## src/rtl/dadda_mac_pkg.sv

```systemverilog
// dadda_mac_pkg: shared definitions for the Dadda multiplier accumulator.
//   - state_e     : accumulator FSM states (INIT, ACCUM, DONE)
//   - DEF_*       : default widths for product, accumulator and beat counter
//   - max_count() : maximum frame length 2^cnt_w
package dadda_mac_pkg;

    typedef enum logic [1:0] {
        ST_INIT  = 2'd0,
        ST_ACCUM = 2'd1,
        ST_DONE  = 2'd2
    } state_e;

    localparam int DEF_PROD_W = 16;
    localparam int DEF_ACC_W  = 24;
    localparam int DEF_CNT_W  = 8;

    // Maximum number of beats in one frame.
    function automatic logic [31:0] max_count(input int cnt_w);
        max_count = 32'd1 << cnt_w;
    endfunction

endpackage

```

## src/rtl/dadda_mac_accum_add.sv

```systemverilog
// dadda_acc_add: combinational ACC_W-wide adder for the accumulator.
//   acc_in  [ACC_W-1:0]  : current accumulator value
//   prod_in [PROD_W-1:0] : unsigned product, zero-extended to ACC_W
//   sum     [ACC_W-1:0]  : acc_in + prod_in (wrapped, or saturated)
//   carry                : carry out of bit ACC_W-1
// Build option: DADDA_MAC_SAT_EN makes sum saturate to all ones on carry.
module dadda_acc_add
    import dadda_mac_pkg::*;
#(
    parameter int PROD_W = DEF_PROD_W,
    parameter int ACC_W  = DEF_ACC_W
) (
    input  logic [ACC_W-1:0]  acc_in,
    input  logic [PROD_W-1:0] prod_in,
    output logic [ACC_W-1:0]  sum,
    output logic              carry
);

    logic [ACC_W:0] full_s;

    // One-bit-wider add exposes the carry; saturation keys off that carry.
    always_comb begin
        full_s = {1'b0, acc_in} + (ACC_W+1)'(prod_in);
        carry  = full_s[ACC_W];
`ifdef DADDA_MAC_SAT_EN
        if (full_s[ACC_W]) begin
            sum = {ACC_W{1'b1}};
        end else begin
            sum = full_s[ACC_W-1:0];
        end
`else
        sum = full_s[ACC_W-1:0];
`endif
    end

endmodule

```

## src/rtl/dadda_mac_accum.sv

```systemverilog
// dadda_mac_accum: streaming frame accumulator behind the 8x8 Dadda multiplier.
//   clk, rst_n           : clock (rising edge), async active-low reset
//   clr                  : synchronous clear; aborts frame, drops pending result
//   prod_valid/ready     : input beat handshake; prod_data, prod_last
//   acc_valid/ready      : result handshake
//   acc_data, acc_count  : frame sum and number of beats
//   acc_ovf, acc_trunc   : sum overflowed during frame / frame closed by length limit
// Build option: DADDA_MAC_SAT_EN selects a saturating accumulator (see dadda_acc_add).
module dadda_mac_accum
    import dadda_mac_pkg::*;
#(
    parameter int PROD_W = DEF_PROD_W,
    parameter int ACC_W  = DEF_ACC_W,
    parameter int CNT_W  = DEF_CNT_W
) (
    input  logic              clk,
    input  logic              rst_n,
    input  logic              clr,
    input  logic              prod_valid,
    output logic              prod_ready,
    input  logic [PROD_W-1:0] prod_data,
    input  logic              prod_last,
    output logic              acc_valid,
    input  logic              acc_ready,
    output logic [ACC_W-1:0]  acc_data,
    output logic [CNT_W:0]    acc_count,
    output logic              acc_ovf,
    output logic              acc_trunc
);

    localparam logic [CNT_W:0] MAX_CNT = (CNT_W+1)'(max_count(CNT_W));

    state_e           state_q, state_d;
    logic [ACC_W-1:0] acc_q, acc_d;
    logic [CNT_W:0]   count_q, count_d;
    logic             ovf_q, ovf_d;
    logic             trunc_q, trunc_d;

    logic [ACC_W-1:0] sum_s;
    logic             carry_s;
    logic [CNT_W:0]   count_inc_s;
    logic             limit_s;

    dadda_acc_add #(
        .PROD_W (PROD_W),
        .ACC_W  (ACC_W)
    ) u_add (
        .acc_in  (acc_q),
        .prod_in (prod_data),
        .sum     (sum_s),
        .carry   (carry_s)
    );

    // Count never exceeds MAX_CNT, so the CNT_W+1-bit increment cannot wrap.
    assign count_inc_s = count_q + {{CNT_W{1'b0}}, 1'b1};
    assign limit_s     = (count_inc_s == MAX_CNT);

    assign prod_ready = (state_q == ST_ACCUM) && !clr;
    assign acc_valid  = (state_q == ST_DONE);
    assign acc_data   = acc_q;
    assign acc_count  = count_q;
    assign acc_ovf    = ovf_q;
    assign acc_trunc  = trunc_q;

    // Next-state and accumulator update; clr outranks everything outside INIT.
    always_comb begin
        state_d = state_q;
        acc_d   = acc_q;
        count_d = count_q;
        ovf_d   = ovf_q;
        trunc_d = trunc_q;
        case (state_q)
            ST_INIT: begin
                state_d = ST_ACCUM;
            end
            ST_ACCUM: begin
                if (clr) begin
                    state_d = ST_ACCUM;
                    acc_d   = {ACC_W{1'b0}};
                    count_d = {(CNT_W+1){1'b0}};
                    ovf_d   = 1'b0;
                    trunc_d = 1'b0;
                end else if (prod_valid) begin
                    acc_d   = sum_s;
                    count_d = count_inc_s;
                    ovf_d   = ovf_q | carry_s;
                    if (prod_last || limit_s) begin
                        state_d = ST_DONE;
                        // A limit beat that also carries last is a normal close.
                        trunc_d = limit_s & ~prod_last;
                    end else begin
                        state_d = ST_ACCUM;
                    end
                end else begin
                    state_d = ST_ACCUM;
                end
            end
            ST_DONE: begin
                // clr and a handshake have the same effect: drop the result.
                if (clr || acc_ready) begin
                    state_d = ST_ACCUM;
                    acc_d   = {ACC_W{1'b0}};
                    count_d = {(CNT_W+1){1'b0}};
                    ovf_d   = 1'b0;
                    trunc_d = 1'b0;
                end else begin
                    state_d = ST_DONE;
                end
            end
            default: begin
                state_d = ST_INIT;
                acc_d   = {ACC_W{1'b0}};
                count_d = {(CNT_W+1){1'b0}};
                ovf_d   = 1'b0;
                trunc_d = 1'b0;
            end
        endcase
    end

    // State and accumulator registers.
    always_ff @(posedge clk or negedge rst_n) begin
        if (!rst_n) begin
            state_q <= ST_INIT;
            acc_q   <= {ACC_W{1'b0}};
            count_q <= {(CNT_W+1){1'b0}};
            ovf_q   <= 1'b0;
            trunc_q <= 1'b0;
        end else begin
            state_q <= state_d;
            acc_q   <= acc_d;
            count_q <= count_d;
            ovf_q   <= ovf_d;
            trunc_q <= trunc_d;
        end
    end

endmodule

```

## config.mk

```make
export PLATFORM = sky130hd
export DESIGN_NAME = dadda_mac_accum
export DESIGN_NICKNAME = d
export VERILOG_FILES = /design/src/rtl/dadda_mac_pkg.sv /design/src/rtl/dadda_mac_accum_add.sv /design/src/rtl/dadda_mac_accum.sv
export SDC_FILE = /design/constraint.sdc
export NUM_CORES = 1
export LEC_CHECK = 0
export BUFFER_PORTS_ARGS = -buffer_cell sky130_fd_sc_hd__buf_2
export CAP_MARGIN = 20
export CORE_MARGIN = 2
export CORE_UTILIZATION = 55
export CTS_CLUSTER_SIZE = 28
export DETAILED_ROUTE_END_ITERATION = 6
export PLACE_DENSITY = 0.81
export REMOVE_ABC_BUFFERS = 1
export SLEW_MARGIN = 20
export SYNTH_ARGS = -nofsm -noshare
export SYNTH_HDL_FRONTEND = slang
export SYNTH_SLANG_ARGS = --single-unit
```

## constraint.sdc

```tcl
create_clock -name clk -period 2.65 [get_ports clk]
set_clock_uncertainty 0.1 [all_clocks]
set_input_delay 0.3975 -clock clk [delete_from_list [all_inputs] [get_ports clk]]
set_output_delay 0.3975 -clock clk [all_outputs]
set_load 0.03 [all_outputs]
```

==> impl_metrics.tcl <==
set metrics [dict create \
    seqCellArea_um2 926 \
    clock_sinks 37 \
    die_height_um 73.5 \
    finish.instance_area_um2 3190 \
    cp-end-kind "flip-flop" \
    grt_start_max_net_pins 38 \
    maxCapViolCount 0 \
    period_needed_ns 2.54 \
    power_density_nw_per_um2 592 \
    top_layer_used "met4" \
    htree_levels 2 \
    pin_count 59 \
    pre_cts_slack_ns -0.150 \
    place_area_um2 3060 \
    ant_nets 0 \
    wl_met2_um 3100 \
    numPortBuffers 58 \
    syn_avg_cell_area_um2 8.69 \
    final.setup.tns_ns 0 \
    area_growth_pct 20.1 \
    slew_viol_final 0 \
    critPathLaunch "acc_data[0]$_DFFE_PN0P_" \
    drive_above_1_share 0.249 \
    num-fill-cells 389 \
    r2r_setup_slack_ns 0.11 \
    dpl.hpwl_um 4760 \
    worstPathCellList "ha_2 -> inv_2 -> fa_2 -> and2b_1 -> o2111ai_2 -> a32oi_2 -> a31oi_1 -> o2111ai_1 -> or3b_1" \
    period_share 0.959 \
    core-area_um2 4690 \
    diodes 0 \
    rows 25 \
    power_leakage_nw 1.62 \
    cp_max_fo 5 \
    clk_latency_ns 0.30 \
    slowest_stage "or3b_1" \
    hold-worst-slack_ns 0.0923 \
    peakVddDrop_mv 0.415 \
    outcome "completed" \
    rsz0062_at_grt "false" \
    path_class "reg -> reg" \
    ys_seq_area_frac 0.348 \
    synth_flop_cell "dfrtp_1" \
    cts_tree "built" \
    grt_pass1_vias 2337 \
    initial_core_util 0.567 \
    avgViaCountPerCell 5.94 \
    layout_common_cells "buf_2, nand2_1, dfrtp_1, o21ai_0, nor2_1" \
    dr.pass1.iters 4 \
    routabilityCongestion 0.853 \
    drt_wl_total_um 6460 \
    setup_slack_ns 0.108 \
    total_power_mw 1.89 \
    cp.arrival_ns 2.62 \
    hold_viol 0 \
    drc 0 \
    wl_met1_um 3000 \
    yosys.cell_types.count 55 \
    hold_class "in -> async" \
    ctsRootBufferMaster "clkbuf_8" \
    vias 2544 \
    grt_use_total 0.250 \
    synthCells 306 \
    synthesis.area_um2 2660 \
    wl_per_cell_um 15.1 \
    synth_edf_count 0 \
    async_reset_ff_frac 1.00 \
    grt_overflow 0 \
    numCtsBuffers 5 \
    timing.fmax_mhz 393 \
    met3WireLength_um 284 \
    clk_path_buf_depth 2 \
    utilization 0.681 \
    setup.worst_path.start_class "flip-flop" \
    nNetsFinal 414 \
    synth.ff_latch_count 37 \
    relSlewSlack 0.448 \
    place_inst 418 \
    crit_family "compound AO/OA/AOI/OAI gates" \
    crit_path_max_incr_delay_ns 0.36 \
    crit_buf_inv 1 \
    critical_path_required_ns 2.73 \
    ys_warn_count 0 \
    multi_input_area_um2 1670 \
    fp.dieW_um 73.5 \
    grt_pass1_wl_um 10600 \
    r2r_start "acc_data[0]$_DFFE_PN0P_" \
    setup_viol 0 \
    drt_iter0_drc 159 \
    antenna_found_initial 0 \
    fp.dieArea_um2 5410 \
    ctsHoldBuffers 0 \
    clk_pin_slew_ns 0.08 \
    worst_slew_pin_slew_ns 0.827 \
    instances_no_fill 428 \
    mostFrequentLayoutCell "buf_2" \
]
cell type report:
cell class | count | area share
clock buffer | 7 | 0.0302
clock inverter | 1 | 0.00157
inverter | 10 | 0.0118
multi-input combinational | 248 | 0.524
sequential | 37 | 0.290
tap | 54 | 0.0212
timing repair buffer | 71 | 0.121
Yosys cell counts (6+ instances only):
master / n / share of area
mux2i_1: 9 / 0.034
nand3_1: 14 / 0.026
nand4_1: 7 / 0.016
o21a_1: 6 / 0.017
xnor2_1: 6 / 0.020
a21oi_1: 10 / 0.019
nand2b_1: 9 / 0.021
dfrtp_1: 37 / 0.35
ha_1: 18 / 0.085
a21o_1: 9 / 0.025
o21ai_0: 27 / 0.051
xor2_1: 7 / 0.023
nor2_1: 20 / 0.028
inv_1: 10 / 0.014
clkbuf_1: 7 / 0.0099
nand2_1: 45 / 0.064
path summary, 6_finish.rpt:
kind	endpoint	cells past startpoint
min reg2reg	acc_ovf$_DFFE_PN0P_	1
min in group clk	acc_trunc$_DFFE_PN0P_	2
max reg2reg	acc_data[14]$_DFFE_PN0P_	9
min	acc_data[9]$_DFFE_PN0P_	1
max in group asynchronous	acc_data[22]$_DFFE_PN0P_	1
max	acc_data[14]$_DFFE_PN0P_	9
logic make-up (layout without fill, tap and decap cells):
logic type,count (synthesis),count (layout),synth area share
buffers and inverters,21,89,0.0325
AO/OA/AOI/OAI,83,83,0.210
AND/OR/NAND/NOR,123,123,0.236
adder cells (fa/ha/maj),19,19,0.0922
XOR/XNOR,13,13,0.0428
flip-flops,37,37,0.348
multiplexers,10,10,0.0381
where the power goes:
group	switching, mW	leakage (nW)	internal (mW)
clock network	0.204	0.0542	0.235
logic	0.480	1.06	0.293
registers	0.0558	0.501	0.622
total	0.740	1.62	1.15
flip-flops by register name, summed over array words and instances (netlist names):
register and count:
acc_data 24, acc_count 9, state_q 2, acc_ovf 1
acc_trunc 1
worst register-to-register path, cell delays in order, from the launching register on:
cell and delay [ns]:
dfrtp_1 0.35, ha_2 0.19, inv_2 0.04, fa_2 0.33, and2b_1 0.23, o2111ai_2 0.14, a32oi_2 0.34, a31oi_1 0.16
o2111ai_1 0.18, or3b_1 0.36
layer usage:
layer,global-route usage,up-vias
met1,0.355,1222
met4,0.0727,0
met2,0.390,65
li1,-,1250
met3,0.0480,7
met5,0,-
timing repair:
action                     in CTS  in global routing
pin swaps                       0                  2
gates resized for setup         1                  5
buffers inserted                0                  2
setup endpoints to repair       2                  6
Note: power is estimated with default switching activity, not from simulation.
